==> config.mk <==
export PLATFORM = sky130hd
export DESIGN_NAME = translation_decode_flat
export DESIGN_NICKNAME = d
export VERILOG_FILES = /design/src/rtl/translation_decode_if.sv /design/src/rtl/translation_decode.sv /design/src/flat_wrapper.sv
export SDC_FILE = /design/constraint.sdc
export NUM_CORES = 1
export LEC_CHECK = 0
export BUFFER_PORTS_ARGS = -buffer_cell sky130_fd_sc_hd__buf_2
export CAP_MARGIN = 20
export CORE_MARGIN = 2
export CORE_UTILIZATION = 52
export CTS_BUF_LIST = sky130_fd_sc_hd__clkbuf_8
export DETAILED_ROUTE_END_ITERATION = 10
export GPL_TIMING_DRIVEN = 0
export PLACE_DENSITY = 0.85
export SYNTH_ARGS = -nofsm -noshare
export SYNTH_HDL_FRONTEND = slang
export SYNTH_SLANG_ARGS = --single-unit
==> constraint.sdc <==
create_clock -name clk -period 11.3 [get_ports clk]
set_clock_uncertainty 0.2 [all_clocks]
set_input_delay 2.26 -clock clk [delete_from_list [all_inputs] [get_ports clk]]
set_output_delay 2.26 -clock clk [all_outputs]
set_load 0.01 [all_outputs]
==> src/rtl/translation_decode_if.sv <==
// Handshake and data bundle between the decoder and its SPI/SRAM peers.
interface translation_decode_if;
  logic         translation_enable;
  logic [31:0]  tot_chars;
  logic [7:0]   SPI_data_in;
  logic         SPI_read_en;
  logic [127:0] SRAM_data_in;
  logic         SRAM_read_en;
  logic [7:0]   char_index;
  logic         SPI_data_out;
  logic         SPI_write_en;
  logic         finished;

  modport master (
    output translation_enable, tot_chars,
    output SPI_data_in, SRAM_data_in,
    input  SPI_read_en, SRAM_read_en,
    input  char_index, SPI_data_out,
    input  SPI_write_en, finished
  );

  modport slave (
    input  translation_enable, tot_chars,
    input  SPI_data_in, SRAM_data_in,
    output SPI_read_en, SRAM_read_en,
    output char_index, SPI_data_out,
    output SPI_write_en, finished
  );
endinterface

==> src/rtl/translation_decode.sv <==
// Huffman-style decoder: walks the SRAM codebook for each candidate
// path built from the SPI bit stream and emits matches serially.
module translation_decode (
  input logic                 clk,
  input logic                 rst,
  translation_decode_if.slave bus
);
  typedef enum logic [2:0] {
    INIT,
    READ_SPI_PATH,
    SPI_WAIT,
    READ_SRAM_PATH,
    COMPARE_PATHS,
    WRITE_PATH,
    FINISH
  } state_e;

  state_e       state_q, state_d;
  logic [127:0] acc_q, acc_d;
  logic [7:0]   buf_q, buf_d;
  logic [2:0]   buf_cnt_q, buf_cnt_d;
  logic [2:0]   bit_cnt_q, bit_cnt_d;
  logic [31:0]  found_q, found_d;
  logic [31:0]  tot_q, tot_d;
  logic [7:0]   idx_q, idx_d;

  logic spi_rd, sram_rd, wr_en, wr_bit, fin;
  logic hit;

  assign hit = (bus.SRAM_data_in != '0) &&
               (bus.SRAM_data_in == acc_q);

  always_comb begin
    state_d   = state_q;
    acc_d     = acc_q;
    buf_d     = buf_q;
    buf_cnt_d = buf_cnt_q;
    bit_cnt_d = bit_cnt_q;
    found_d   = found_q;
    tot_d     = tot_q;
    idx_d     = idx_q;
    spi_rd    = 1'b0;
    sram_rd   = 1'b0;
    wr_en     = 1'b0;
    wr_bit    = 1'b0;
    fin       = 1'b0;
    if (!bus.translation_enable) begin
      state_d   = INIT;
      acc_d     = 128'd1;
      buf_d     = '0;
      buf_cnt_d = '0;
      bit_cnt_d = '0;
      found_d   = '0;
      idx_d     = '0;
    end else begin
      unique case (state_q)
        INIT: begin
          tot_d     = bus.tot_chars;
          found_d   = '0;
          acc_d     = 128'd1;
          buf_cnt_d = '0;
          state_d   = (bus.tot_chars == '0) ?
                      FINISH : READ_SPI_PATH;
        end
        READ_SPI_PATH: begin
          // sentinel in bit 127: one more shift would lose it
          if (acc_q[127]) begin
            state_d = FINISH;
          end else if (buf_cnt_q == '0) begin
            spi_rd  = 1'b1;
            state_d = SPI_WAIT;
          end else begin
            acc_d     = {acc_q[126:0], buf_q[7]};
            buf_d     = {buf_q[6:0], 1'b0};
            buf_cnt_d = buf_cnt_q - 3'd1;
            idx_d     = '0;
            state_d   = READ_SRAM_PATH;
          end
        end
        SPI_WAIT: begin
          acc_d     = {acc_q[126:0], bus.SPI_data_in[7]};
          buf_d     = {bus.SPI_data_in[6:0], 1'b0};
          buf_cnt_d = 3'd7;
          idx_d     = '0;
          state_d   = READ_SRAM_PATH;
        end
        READ_SRAM_PATH: begin
          sram_rd = 1'b1;
          state_d = COMPARE_PATHS;
        end
        COMPARE_PATHS: begin
          if (hit) begin
            bit_cnt_d = '0;
            state_d   = WRITE_PATH;
          end else if (idx_q != 8'hff) begin
            idx_d   = idx_q + 8'd1;
            state_d = READ_SRAM_PATH;
          end else begin
            state_d = READ_SPI_PATH;
          end
        end
        WRITE_PATH: begin
          wr_en     = 1'b1;
          wr_bit    = idx_q[3'd7 - bit_cnt_q];
          bit_cnt_d = bit_cnt_q + 3'd1;
          if (bit_cnt_q == 3'd7) begin
            found_d = found_q + 32'd1;
            acc_d   = 128'd1;
            state_d = (found_q + 32'd1 == tot_q) ?
                      FINISH : READ_SPI_PATH;
          end
        end
        FINISH: begin
          fin = 1'b1;
        end
        default: begin
          state_d = INIT;
        end
      endcase
    end
  end

  always_ff @(posedge clk or posedge rst) begin
    if (rst) begin
      state_q   <= INIT;
      acc_q     <= 128'd1;
      buf_q     <= '0;
      buf_cnt_q <= '0;
      bit_cnt_q <= '0;
      found_q   <= '0;
      tot_q     <= '0;
      idx_q     <= '0;
    end else begin
      state_q   <= state_d;
      acc_q     <= acc_d;
      buf_q     <= buf_d;
      buf_cnt_q <= buf_cnt_d;
      bit_cnt_q <= bit_cnt_d;
      found_q   <= found_d;
      tot_q     <= tot_d;
      idx_q     <= idx_d;
    end
  end

  assign bus.SPI_read_en  = spi_rd;
  assign bus.SRAM_read_en = sram_rd;
  assign bus.char_index   = idx_q;
  assign bus.SPI_data_out = wr_bit;
  assign bus.SPI_write_en = wr_en;
  assign bus.finished     = fin;
endmodule

==> src/flat_wrapper.sv <==
// flat-port wrapper written by rule: the top's interface ports become plain ports
module translation_decode_flat 
  (clk, rst, bus_translation_enable, bus_tot_chars, bus_SPI_data_in, bus_SRAM_data_in, bus_SPI_read_en, bus_SRAM_read_en, bus_char_index, bus_SPI_data_out, bus_SPI_write_en, bus_finished);
  translation_decode_if bus_i ();
  input logic clk;
  input logic rst;
  input wire logic [$bits(bus_i.translation_enable)-1:0] bus_translation_enable;
  input wire logic [$bits(bus_i.tot_chars)-1:0] bus_tot_chars;
  input wire logic [$bits(bus_i.SPI_data_in)-1:0] bus_SPI_data_in;
  input wire logic [$bits(bus_i.SRAM_data_in)-1:0] bus_SRAM_data_in;
  output wire logic [$bits(bus_i.SPI_read_en)-1:0] bus_SPI_read_en;
  output wire logic [$bits(bus_i.SRAM_read_en)-1:0] bus_SRAM_read_en;
  output wire logic [$bits(bus_i.char_index)-1:0] bus_char_index;
  output wire logic [$bits(bus_i.SPI_data_out)-1:0] bus_SPI_data_out;
  output wire logic [$bits(bus_i.SPI_write_en)-1:0] bus_SPI_write_en;
  output wire logic [$bits(bus_i.finished)-1:0] bus_finished;
  assign bus_i.translation_enable = bus_translation_enable;
  assign bus_i.tot_chars = bus_tot_chars;
  assign bus_i.SPI_data_in = bus_SPI_data_in;
  assign bus_i.SRAM_data_in = bus_SRAM_data_in;
  assign bus_SPI_read_en = bus_i.SPI_read_en;
  assign bus_SRAM_read_en = bus_i.SRAM_read_en;
  assign bus_char_index = bus_i.char_index;
  assign bus_SPI_data_out = bus_i.SPI_data_out;
  assign bus_SPI_write_en = bus_i.SPI_write_en;
  assign bus_finished = bus_i.finished;
  translation_decode u_core (.clk(clk), .rst(rst), .bus(bus_i));
endmodule
==> summary.md <==
| Metric | Value |
|---|---|
| Die boundary height | `154 um` |
| Syn_nets | `about 1300` |
| Starting Density | `0.534` |
| Number of antenna violations at the first check in global routing | `0` |
| Type of element launching the critical path | `input pin` |
| Final estimated routing congestion in global placement | `~1.0` |
| Root buffer cell | `sky130_fd_sc_hd__clkbuf_8` |
| Post-detailed-routing wire length | `~37000 um` |
| Routed via count divided by cell count | `6.30` |
| Setup bufs post-CTS | `0` |
| Count of nets after finishing | `1528` |
| Maximum buffer depth of the clock tree | `3` |
| Area fraction of the dominant cell type after synthesis | `0.459` |
| Max-cap violations | `0` |
| Die area | `0.0238 mm2` |
| Portion of the post-synthesis area used by sequential elements | `0.461` |
| Total clock buffers created by CTS | `38` |
| Most used standard cell by instance count after synthesis | `sky130_fd_sc_hd__dfrtp_1` |
| Via count of the first global-routing pass | `about 10000` |
| Power density normalized to cell area | `about 170 mW/mm2` |
| WP data arrival | `about 3.3 ns` |
| Chip Width | `about 150 um` |
| Clock slew at the register clock pins of the worst setup and hold paths | `about 0.05 ns` |
| Post-layout instance count excluding filler cells | `~1700` |
| Boundary pin count | `between 150 and 200` |
| Critical path, cell by cell | `buf_2, clkbuf_1, and4_1, buf_2` |
| H-tree level count | `2` |
| Area delta synth->final | `17.3%` |
| Number of cells upsized or downsized after cts | `0` |
| First DRT Iteration DRCs | `approximately 1000` |
| IO Port Bufs | `roughly 180` |
| Register-to-register setup slack | `approximately 7.6 ns` |
| Cell type contributing the most total cell area after synthesis | `sky130_fd_sc_hd__dfrtp_1` |
| Critical Path Source | `bus_translation_enable` |
| Most Frequent Cell on Critical Path | `sky130_fd_sc_hd__buf_2` |
| Leakage | `roughly 0.0064 uW` |
| Number of synthesized register bits | `between 200 and 250` |
| Hold Path Class | `flip-flop to flip-flop` |
| Sum of negative setup slack | `0 ns` |
| Number of design rule violations left after detail routing | `0` |
| Clock tree from TritonCTS | `yes` |
| Aggregate global routing overflow | `0` |
| Count of filler cells inserted in the layout | `1816` |
| Least setup slack across all paths after layout | `5.53 ns` |
| Number of detailed-route iterations in the first pass | `5` |
| Critical-path maximum fanout | `10` |
| Post-synthesis instance area | `0.0117 mm2` |
| Cell with the largest stage delay on the worst path | `sky130_fd_sc_hd__clkbuf_1` |
| Clk sinks | `roughly 220` |
| Maximum clock rate | `about 170 MHz` |
| Relative slew slack | `0.284` |
| Final Cycle Share | `0.510` |
| Number of flops mapped to enable cells by yosys | `0` |
| Slew Viols, Final | `0` |
| Critical path type | `input pin to output pin` |
| Worst setup slack before clock tree synthesis | `roughly 5.6 ns` |
| Rows | `54` |
| Number of nets still failing antenna checks after routing | `0` |
| Async S/R FF share, synth | `1.00` |
| RR Startpoint | `u_core.found_q[0]` |
| Ys Warns | `0` |
| Count of distinct cell types in the synthesized netlist | `between 60 and 70` |
| Cells after synthesis | `1126` |
| Clock insertion delay at the later pin of the skew report | `around 0.55 ns` |
| Length in cells of the worst reg-to-reg path | `10` |
| Final antenna diode count | `0` |
| Post-layout power | `approximately 2300 uW` |
| Final HPWL DP | `roughly 28000 um` |
| Crit path capture | `bus_SPI_read_en` |
| Unrepaired setup endpoints after global routing | `false` |
| CP required | `about 9 ns` |
| Status | `completed` |
| Cell total after placement | `1590` |
| Min cycle time layout | `5.77 ns` |
| Top FF cell, synth | `sky130_fd_sc_hd__dfrtp_1` |
| Cell types with the largest area share after synthesis | `sky130_fd_sc_hd__dfrtp_1 (46%), sky130_fd_sc_hd__a22o_1 (9.8%), sky130_fd_sc_hd__xor2_1 (9.3%)` |
| Wire length of the first global-routing pass | `about 57000 um` |
| Routed len/inst | `about 22 um` |
| Placeable core region | `between 0.02 and 0.025 mm2` |
| Reg-to-reg critical path endpoint | `u_core.state_q[1]` |
| Largest net degree at the start of global routing | `between 100 and 150` |
| Max rail drop VDD | `roughly 0.086 mV` |
| Global-route usage over all layers | `0.310` |
| Share of post-route cells with drive strength above 1 | `0.217` |
| Via count of the routed design | `10400` |
| Peak per-stage delay on the critical path | `between 0.4 and 0.5 ns` |
| Synthesized area per cell | `approximately 10 um2` |
| Tightest Pin Transition | `between 1 and 1.5 ns` |
| CP endpoint kind | `output pin` |
| Hold-fix buffers at CTS | `0` |
| Synth cell count leaders | `sky130_fd_sc_hd__dfrtp_1 (215), sky130_fd_sc_hd__a22o_1 (131), sky130_fd_sc_hd__xor2_1 (124)` |
| Final Hold Violating Endpoints | `0` |
| Final-report setup violation count | `0` |
worst max-delay path, delay by kind of cell:
| kind | cells | cell delay (ns) |
|---|---|---|
| buffers and inverters | 3 | 0.73 |
| and+or+nand+nor | 1 | 0.31 |
cell usage in the layout, fill, tap and decap left out, types with 7 or more instances in the layout:
cell,instances
sky130_fd_sc_hd__inv_1,30
sky130_fd_sc_hd__nand2_1,65
sky130_fd_sc_hd__mux2i_1,17
sky130_fd_sc_hd__and3_1,11
sky130_fd_sc_hd__o21ai_0,54
sky130_fd_sc_hd__o31ai_1,19
sky130_fd_sc_hd__nor3_1,20
sky130_fd_sc_hd__nor4_1,82
sky130_fd_sc_hd__xor2_1,124
sky130_fd_sc_hd__nand3_1,17
sky130_fd_sc_hd__nand4_1,41
sky130_fd_sc_hd__mux2_2,33
sky130_fd_sc_hd__buf_2,189
sky130_fd_sc_hd__clkbuf_8,47
sky130_fd_sc_hd__and4_1,7
sky130_fd_sc_hd__nor2_1,43
sky130_fd_sc_hd__clkbuf_1,55
sky130_fd_sc_hd__a22o_1,131
sky130_fd_sc_hd__xnor2_1,42
sky130_fd_sc_hd__dfrtp_1,215
sky130_fd_sc_hd__a21oi_1,21
where the power goes:
group	leakage [uW]	internal (uW)	switching, uW
Clock	0.000416	374	332
Combinational	0.00310	254	420
Sequential	0.00294	856	72.7
Total	0.00645	1480	824
metal layers:
layer | routed length [um] | global-route usage | vias up
li1 | - | - | 4698
met1 | 14800 | 0.406 | 5072
met2 | 17000 | 0.501 | 548
met3 | 3010 | 0.0597 | 97
met4 | 1810 | 0.147 | 0
met5 | 0 | 0 | -
state kept, by name, summed over array words and instances, names as in the netlist:
register,count
u_core.acc_q,128
u_core.bit_cnt_q,3
u_core.buf_cnt_q,3
u_core.buf_q,7
u_core.bus.char_index,8
u_core.found_q,32
u_core.state_q,3
u_core.tot_q,32
final cells by class:
type	count	area, um2	area share
inverters	19	78.8	0.00573
clock inverters	16	73.8	0.00536
repair buffers	185	948	0.0689
clock buffers	47	647	0.0470
well taps	280	350	0.0255
plain buffers	70	295	0.0215
flip-flops and latches	216	5410	0.393
multi-input cells	821	5960	0.433
worst min-delay path by stage:
stage	cells after the start	endpoint	slack, ns	from
6_report	2	u_core.buf_q[2]	0.28	u_core.buf_q[2]
5_1_grt	2	u_core.buf_q[6]	0.31	u_core.buf_q[6]
4_1_cts	2	u_core.buf_q[2]	0.28	u_core.buf_q[2]
3_5_place_dp	2	u_core.buf_q[2]	0.27	u_core.buf_q[2]
3_3_place_gp	2	u_core.buf_q[2]	0.26	u_core.buf_q[2]
2_1_floorplan	2	u_core.buf_q[7]	0.24	u_core.buf_q[7]
kinds of logic after synthesis:
logic type | Yosys count | synth area share
adders and majority gates | 6 | 0.00640
DFF | 216 | 0.461
xor gates and xnor gates | 166 | 0.124
buffers and inverters | 89 | 0.0312
AOI/OAI and AO/OA | 265 | 0.170
and+or+nand+nor | 332 | 0.157
muxes | 52 | 0.0500
stage by stage:
step / cell area, um2 / util / hold slack (ns)
2_1_floorplan: 11700 / - / 0.240
3_3_place_gp: 13000 / 0.592 / 0.259
3_5_place_dp: 13000 / 0.594 / 0.269
4_1_cts: 13800 / 0.626 / 0.283
5_1_grt: 13800 / 0.627 / 0.312
6_report: 13800 / 0.627 / 0.279
Note: power is estimated with default switching activity, not from simulation.
